## src/rtl/lin_transform.sv

```systemverilog
// -----------------------------------------------------------------------------
// lin_transform
//   Grasshopper linear layer L (and optionally L^-1) over GF(2^8), reduction
//   polynomial x^8+x^7+x^6+x+1 (0x1C3). A block is taken through 16 R steps,
//   STEPS of them per clock, so a block finishes 16/STEPS clocks after it is
//   accepted. Holds exactly one block; no internal buffering.
//
// Parameters
//   STEPS     R steps per clock: 1, 2, 4, 8 or 16 (anything else fails
//             elaboration)
//
// Configuration macro
//   LIN_INVERSE_EN  when defined, adds inv_i and the R^-1 datapath so the same
//                   stage can also compute L^-1 with identical latency.
//
// Ports
//   clk       in   1    clock, rising edge
//   rst       in   1    asynchronous active-high reset (release synchronously)
//   valid_i   in   1    data_i holds a block
//   ready_o   out  1    stage can accept a block (follows ready_i when DONE)
//   data_i    in   128  input block, a15 = [127:120] .. a0 = [7:0]
//   inv_i     in   1    (LIN_INVERSE_EN only) 1 = L^-1, sampled on accept
//   valid_o   out  1    data_o holds a finished block
//   ready_i   in   1    downstream takes data_o
//   data_o    out  128  transformed block
// -----------------------------------------------------------------------------
module lin_transform #(
    parameter int STEPS = 4
) (
    input  logic         clk,
    input  logic         rst,
    input  logic         valid_i,
    output logic         ready_o,
    input  logic [127:0] data_i,
`ifdef LIN_INVERSE_EN
    input  logic         inv_i,
`endif
    output logic         valid_o,
    input  logic         ready_i,
    output logic [127:0] data_o
);

    generate
        if (!(STEPS == 1 || STEPS == 2 || STEPS == 4 || STEPS == 8 || STEPS == 16)) begin : g_bad_steps
            $error("lin_transform: STEPS must be 1, 2, 4, 8 or 16");
        end
    endgenerate

    // -------------------------------------------------------------------------
    // GF(2^8) arithmetic
    // -------------------------------------------------------------------------
    function automatic logic [7:0] gf_xtime(input logic [7:0] a);
        // multiply by x, folding x^8 back as x^7+x^6+x+1
        return {a[6:0], 1'b0} ^ (a[7] ? 8'hC3 : 8'h00);
    endfunction

    // Shift-and-reduce multiply; with a constant k the unused branches fold away.
    function automatic logic [7:0] gf_mul_const(input logic [7:0] a, input logic [7:0] k);
        logic [7:0] acc;
        logic [7:0] p;
        acc = 8'h00;
        p   = a;
        for (int i = 0; i < 8; i++) begin
            if (k[i]) begin
                acc = acc ^ p;
            end
            p = gf_xtime(p);
        end
        return acc;
    endfunction

    function automatic logic [7:0] mul_16 (input logic [7:0] a); return gf_mul_const(a, 8'd16);  endfunction
    function automatic logic [7:0] mul_32 (input logic [7:0] a); return gf_mul_const(a, 8'd32);  endfunction
    function automatic logic [7:0] mul_133(input logic [7:0] a); return gf_mul_const(a, 8'd133); endfunction
    function automatic logic [7:0] mul_148(input logic [7:0] a); return gf_mul_const(a, 8'd148); endfunction
    function automatic logic [7:0] mul_192(input logic [7:0] a); return gf_mul_const(a, 8'd192); endfunction
    function automatic logic [7:0] mul_194(input logic [7:0] a); return gf_mul_const(a, 8'd194); endfunction
    function automatic logic [7:0] mul_251(input logic [7:0] a); return gf_mul_const(a, 8'd251); endfunction

    // Linear functional l over the 16 bytes (a15 in the top byte).
    function automatic logic [7:0] l_fn(input logic [127:0] a);
        return mul_148(a[127:120]) ^ mul_32 (a[119:112]) ^ mul_133(a[111:104]) ^ mul_16 (a[103:96])
             ^ mul_194(a[95:88])   ^ mul_192(a[87:80])   ^ a[79:72]            ^ mul_251(a[71:64])
             ^ a[63:56]            ^ mul_192(a[55:48])   ^ mul_194(a[47:40])   ^ mul_16 (a[39:32])
             ^ mul_133(a[31:24])   ^ mul_32 (a[23:16])   ^ mul_148(a[15:8])    ^ a[7:0];
    endfunction

    // R: shift right one byte, l of the old block enters at the top.
    function automatic logic [127:0] rstep_fwd(input logic [127:0] a);
        return {l_fn(a), a[127:8]};
    endfunction

`ifdef LIN_INVERSE_EN
    // R^-1: shift left one byte; the bottom byte is recovered by evaluating l
    // on the block rotated left by one byte (a0 has coefficient 1, so this
    // cancels every other term of the forward l).
    function automatic logic [127:0] rstep_inv(input logic [127:0] a);
        return {a[119:0], l_fn({a[119:0], a[127:120]})};
    endfunction
`endif

    // -------------------------------------------------------------------------
    // State and datapath registers
    // -------------------------------------------------------------------------
    typedef enum logic [1:0] {
        S_IDLE = 2'd0,
        S_BUSY = 2'd1,
        S_DONE = 2'd2
    } state_t;

    localparam logic [4:0] CNT_STEP = 5'(STEPS);
    localparam logic [4:0] CNT_LAST = 5'd16;

    state_t       r_state;
    state_t       w_state_next;
    logic [4:0]   r_cnt;
    logic [127:0] r_work;
    logic [127:0] r_data_o;
    logic [4:0]   w_cnt_inc;
    logic         w_accept;
    logic         w_finish;
    logic [127:0] w_step_result;
`ifdef LIN_INVERSE_EN
    logic         r_inv_flag;
`endif

    assign w_cnt_inc = r_cnt + CNT_STEP;
    assign w_finish  = (r_state == S_BUSY) && (w_cnt_inc == CNT_LAST);
    assign w_accept  = valid_i & ready_o;
    assign data_o    = r_data_o;

    // STEPS rounds of R unrolled combinationally on the working block.
    always_comb begin
        w_step_result = r_work;
        for (int i = 0; i < STEPS; i++) begin
`ifdef LIN_INVERSE_EN
            w_step_result = r_inv_flag ? rstep_inv(w_step_result) : rstep_fwd(w_step_result);
`else
            w_step_result = rstep_fwd(w_step_result);
`endif
        end
    end

    // -------------------------------------------------------------------------
    // FSM: state register
    // -------------------------------------------------------------------------
    always_ff @(posedge clk or posedge rst) begin
        if (rst) begin
            r_state <= S_IDLE;
        end else begin
            r_state <= w_state_next;
        end
    end

    // FSM: next state
    always_comb begin
        w_state_next = r_state;
        case (r_state)
            S_IDLE: begin
                if (valid_i) begin
                    w_state_next = S_BUSY;
                end
            end
            S_BUSY: begin
                if (w_cnt_inc == CNT_LAST) begin
                    w_state_next = S_DONE;
                end
            end
            S_DONE: begin
                // a block offered while the result drains is taken in the same cycle
                if (ready_i) begin
                    w_state_next = valid_i ? S_BUSY : S_IDLE;
                end
            end
            default: w_state_next = S_IDLE;
        endcase
    end

    // FSM: outputs
    always_comb begin
        ready_o = 1'b0;
        valid_o = 1'b0;
        case (r_state)
            S_IDLE: ready_o = 1'b1;
            S_DONE: begin
                ready_o = ready_i;
                valid_o = 1'b1;
            end
            default: begin
                ready_o = 1'b0;
                valid_o = 1'b0;
            end
        endcase
        // nothing may be accepted while reset is held
        if (rst) begin
            ready_o = 1'b0;
        end
    end

    // -------------------------------------------------------------------------
    // Datapath: work register, step counter, result register
    // -------------------------------------------------------------------------
    always_ff @(posedge clk or posedge rst) begin
        if (rst) begin
            r_work   <= '0;
            r_cnt    <= '0;
            r_data_o <= '0;
`ifdef LIN_INVERSE_EN
            r_inv_flag <= 1'b0;
`endif
        end else begin
            if (w_accept) begin
                r_work <= data_i;
                r_cnt  <= '0;
`ifdef LIN_INVERSE_EN
                r_inv_flag <= inv_i;
`endif
            end else if (r_state == S_BUSY) begin
                r_work <= w_step_result;
                r_cnt  <= w_cnt_inc;
                // result register only ever sees a completed block
                if (w_finish) begin
                    r_data_o <= w_step_result;
                end
            end
        end
    end

endmodule
```

## config.mk

```make
export PLATFORM = sky130hd
export DESIGN_NAME = lin_transform
export DESIGN_NICKNAME = d
export VERILOG_FILES = /design/src/rtl/lin_transform.sv
export SDC_FILE = /design/constraint.sdc
export NUM_CORES = 1
export LEC_CHECK = 0
export CAP_MARGIN = 20
export CORE_MARGIN = 4
export CORE_UTILIZATION = 54
export DETAILED_ROUTE_END_ITERATION = 6
export PLACE_DENSITY_LB_ADDON = 0.3
export SETUP_SLACK_MARGIN = 0.05
export SYNTH_ARGS = -nofsm -noshare
export SYNTH_HDL_FRONTEND = slang
export SYNTH_SLANG_ARGS = --single-unit
```

## constraint.sdc

```tcl
create_clock -name clk -period 25.4 [get_ports clk]
set_input_delay 5.08 -clock clk [delete_from_list [all_inputs] [get_ports clk]]
set_output_delay 5.08 -clock clk [all_outputs]
set_load 0.005 [all_outputs]
```

# After elaboration in Yosys (flattened, before gate mapping)
# Index checks and enable logic that the tools add are counted.
# classes
n_addsub,1
mul,0
div,0
order_cmp,0
n_eq_ne,6
shift,0
mux,138
n_bitwise,268
n_reduce_logical,5
# ops
operator,n
$xor A8 B8 Y8,266
$mux W8,126
$mux W128,2
$mux W5,2
$mux W2,3
$ne A2 B2 Y1 const B,3
$pmux W2 S3,1
$reduce_and A3 Y1,2
$add A5 B3 Y5 const B,1
$eq A5 B5 Y1 const B,1
$mux W1,3
$eq A2 B1 Y1 const B,1
$eq A2 B2 Y1 const B,1
$logic_not A2 Y1,1
$pmux W1 S2,1
$reduce_bool A2 Y1,1
$and A1 B1 Y1,1
$logic_and A1 B1 Y1,1
$not A1 Y1,1
# totals
regBits,263
latch_bits,0
mem_bits_rw,0
mem_bits_ro,0
in_bits,132
out_inout_bits,130
word_cells,422
memories,0

# Depth between registers and ports, before layout
# logic_depth
word_depth,122
depth_mapped,14
mapped_depth_nobuf,12

# Least setup slack after synthesis
# No wires, ideal clock.
# synth_path
kind,input-to-output
startpoint,input port rst
endpoint,output port ready_o
t_arrival_ps,5275
t_required_ps,20320
path_slack_ps,15045
cell_stages,2
path_buffers,0
path_cell_list,nor2_1 > o21a_1
# synth_between
elab_chain_cells,1
# synth_rtl
item,line_no,rtl
start: declaration,31,"input logic rst,"
$mux W1,195,if (rst) begin
end: declaration,33,"output logic ready_o,"
# Every way passes these cells.

# Worst setup path after layout
# Ends and elaborated chain as after synthesis.

==> summary.md <==
| Metric | Value |
|---|---|
| Buffers on Ports | 261 |
| CTS clk-pin slew, worst paths | 60 ps |
| Core area | 37800 µm² |
| Leading cell type in the layout, fill and taps excluded | xnor2_1 |
| Setup repair after global routing missed its margin | false |
| Starting density of the core | 0.548 |
| Gpl congestion | 1.07 |
| Critical path arrival | 6390 ps |
| All-layer global routing usage | 0.397 |
| Setup-failing EPs final | 0 |
| Number of clock sinks | 261 |
| WS Path Type | input pin to output port |
| Worst slew pin tran | 1100 ps |
| Fin nets | 2074 |
| Worst max-slew margin expressed relative to the limit | 0.260 |
| Residual DRC count | 0 |
| Total count of max-transition violations in the final report | 0 |
| Post CTS Setup Buffer Count | 0 |
| Multi-input combinational cell area | 13400 µm² |
| Post-Synthesis Mean Instance Area | 11.7 µm² |
| Cts bufs inserted | 27 |
| DIE AREA | 41500 µm² |
| Maximum number of pins on one net before global-route repair | 111 |
| 1st-pass router iterations | 6 |
| Area of the mapped netlist | 20700 µm² |
| Vias in the first global route | 14800 |
| FFs w/ async S/R, synth | 1.00 |
| Post_cts resized | 0 |
| Number of library cell types mapped by synthesis | 33 |
| Count of flip-flops with a built-in enable after synthesis | 0 |
| Number of levels in the clock H-tree | 1 |
| Clock tree from TritonCTS | built |
| Peak clock frequency supported by timing | 87.2 MHz |
| Final critical-path required period | 11470 ps |
| Wire length of the first global-routing pass | 115000 µm |
| Number of cells produced by synthesis | 1771 |
| Number of synthesized register bits | 261 |
| Post-detailed-route via-to-cell ratio | 6.00 |
| Layout overhead on the synthesized area | 18.8% |
| Register cell area after layout | 6530 µm² |
| Maximum clock path buffer count | 3 |
| Antenna violations before repair | 2 |
| Ports placed on the boundary | 262 |
| Share of the synthesized area in the top cell type | 0.316 |
| Worst Setup End Kind | output port |
| Max-cap viol count | 0 |
| Cell types with the largest area share after synthesis | dfrtp_1 32%, xnor2_1 19%, xnor3_1 19%, xor2_1 5.5%, mux2_2 5.2% |
| Detailed-route wire length | 83300 µm |
| Setup TNS after final layout | 0 ps |
| Sequential cell area fraction in the yosys report | 0.316 |
| Clk_lat worst skew | 580 ps |
| Number of core rows | 71 |
| Setup clock skew after layout | 13.6 ps |
| Iteration-0 DRC count of the detailed router | 1814 |
| Most frequent cells in the layout | 449 x xnor2_1, 261 x dfrtp_1, 261 x clkdlybuf4s50_1 |
| Main flop type after synthesis | dfrtp_1 |
| Die Height | 204 µm |
| Die X | 204 µm |
| Overflow left after global routing | 0 |
| Post-detailed-route wirelength per cell | 33.7 µm |
| Period Utilization, post-route | 0.452 |
| Hold violation count in the final report | 0 |
| Outcome | complete, no violations |
| Required time at the endpoint of the critical path | 20320 ps |
| Clock root buffer | clkbuf_16 |
| Maximum fanout along the worst path | 3 |
| CP startpoint kind | input pin |
| ANT nets after route | 0 |
| Placed wire-length estimate | 63400 µm |
| Layout filler cell count | 2884 |
| Synthesis Warnings | 0 |
| DR vias | 14800 |
| Ratio of cells with drive above 1 in the final layout | 0.113 |
| Worst hold path class | flip-flop to flip-flop |
| Hold buffer count at cts | 0 |
| Net count of the mapped netlist | 1905 |
| Leading area contributor after synthesis | dfrtp_1 |
## synth_stat cells (6+ instances only)
cell and count:
buf_1 8, xor2_1 130, xor3_1 18, xnor3_2 11, xnor3_1 171, mux2_2 96
clkbuf_1 86, buf_2 54, nand2_1 239, buf_4 11, xor2_2 6, a22oi_1 125
o21ai_0 55, dfrtp_1 261, xnor2_2 9, inv_1 7, xnor2_1 450
## worst paths after layout
| kind | from | to | slack (ps) | cells after the start |
|---|---|---|---|---|
| worst max-delay path | rst | ready_o | 13930 | 4 |
| worst min-delay path | data_o[112] | data_o[112] | 480 | 2 |
| worst max register to register | r_work[39] | r_work[127] | 18990 | 12 |
| worst min register to register | data_o[112] | data_o[112] | 480 | 2 |
| max in group asynchronous | rst | r_work[64] | 18870 | 3 |
| min in group asynchronous | rst | data_o[86] | 5100 | 2 |
## layer usage
metal,vias up,part of all wire,track usage
met1,7472,0.38,0.538
met5,-,0.00016,0
met3,197,0.11,0.0924
met4,2,0.053,0.165
li1,6181,-,-
met2,993,0.45,0.621
## stage by stage
stage | area (µm²) | instances | utilization | worst slack (ps) | hold WS, ps
floorplan | 20700 | 1771 | - | 13140 | 457
global placement | 23500 | 2420 | 0.623 | 13910 | 461
detailed placement | 23500 | 2421 | 0.624 | 13910 | 467
CTS | 24500 | 2471 | 0.650 | 13910 | 483
global route | 24600 | 2472 | 0.650 | 13860 | 499
finish | 24600 | 2473 | 0.650 | 13930 | 479
## layout make-up
class / instances / share of cell area
inverters: 7 / 0.00138
flip-flops and latches: 261 / 0.266
well taps: 511 / 0.0260
repair buffers: 302 / 0.120
clock buffers: 36 / 0.0313
multi-input cells: 1341 / 0.546
diodes: 1 / 0.000102
clock inverters: 14 / 0.00866
## logic make-up after synthesis
family,share of synthesized area
DFF,0.316
AOI/OAI and AO/OA,0.0632
and+or+nand+nor,0.0454
adders and majority gates,0.00121
buffers and inverters,0.0370
muxes,0.0523
xor gates and xnor gates,0.485
## sequential cells by signal, summed over array words and instances, names as in the netlist
name     flops
data_o     128
r_cnt        3
r_state      2
r_work     128
## critical path: stages
cell	delay [ps]
clkdlybuf4s50_1	540
nor2_1	160
o21a_1	130
clkdlybuf4s50_1	490
Power is not shown: default switching activity piles up to over one toggle a cycle in this logic, so the estimate is an artifact.
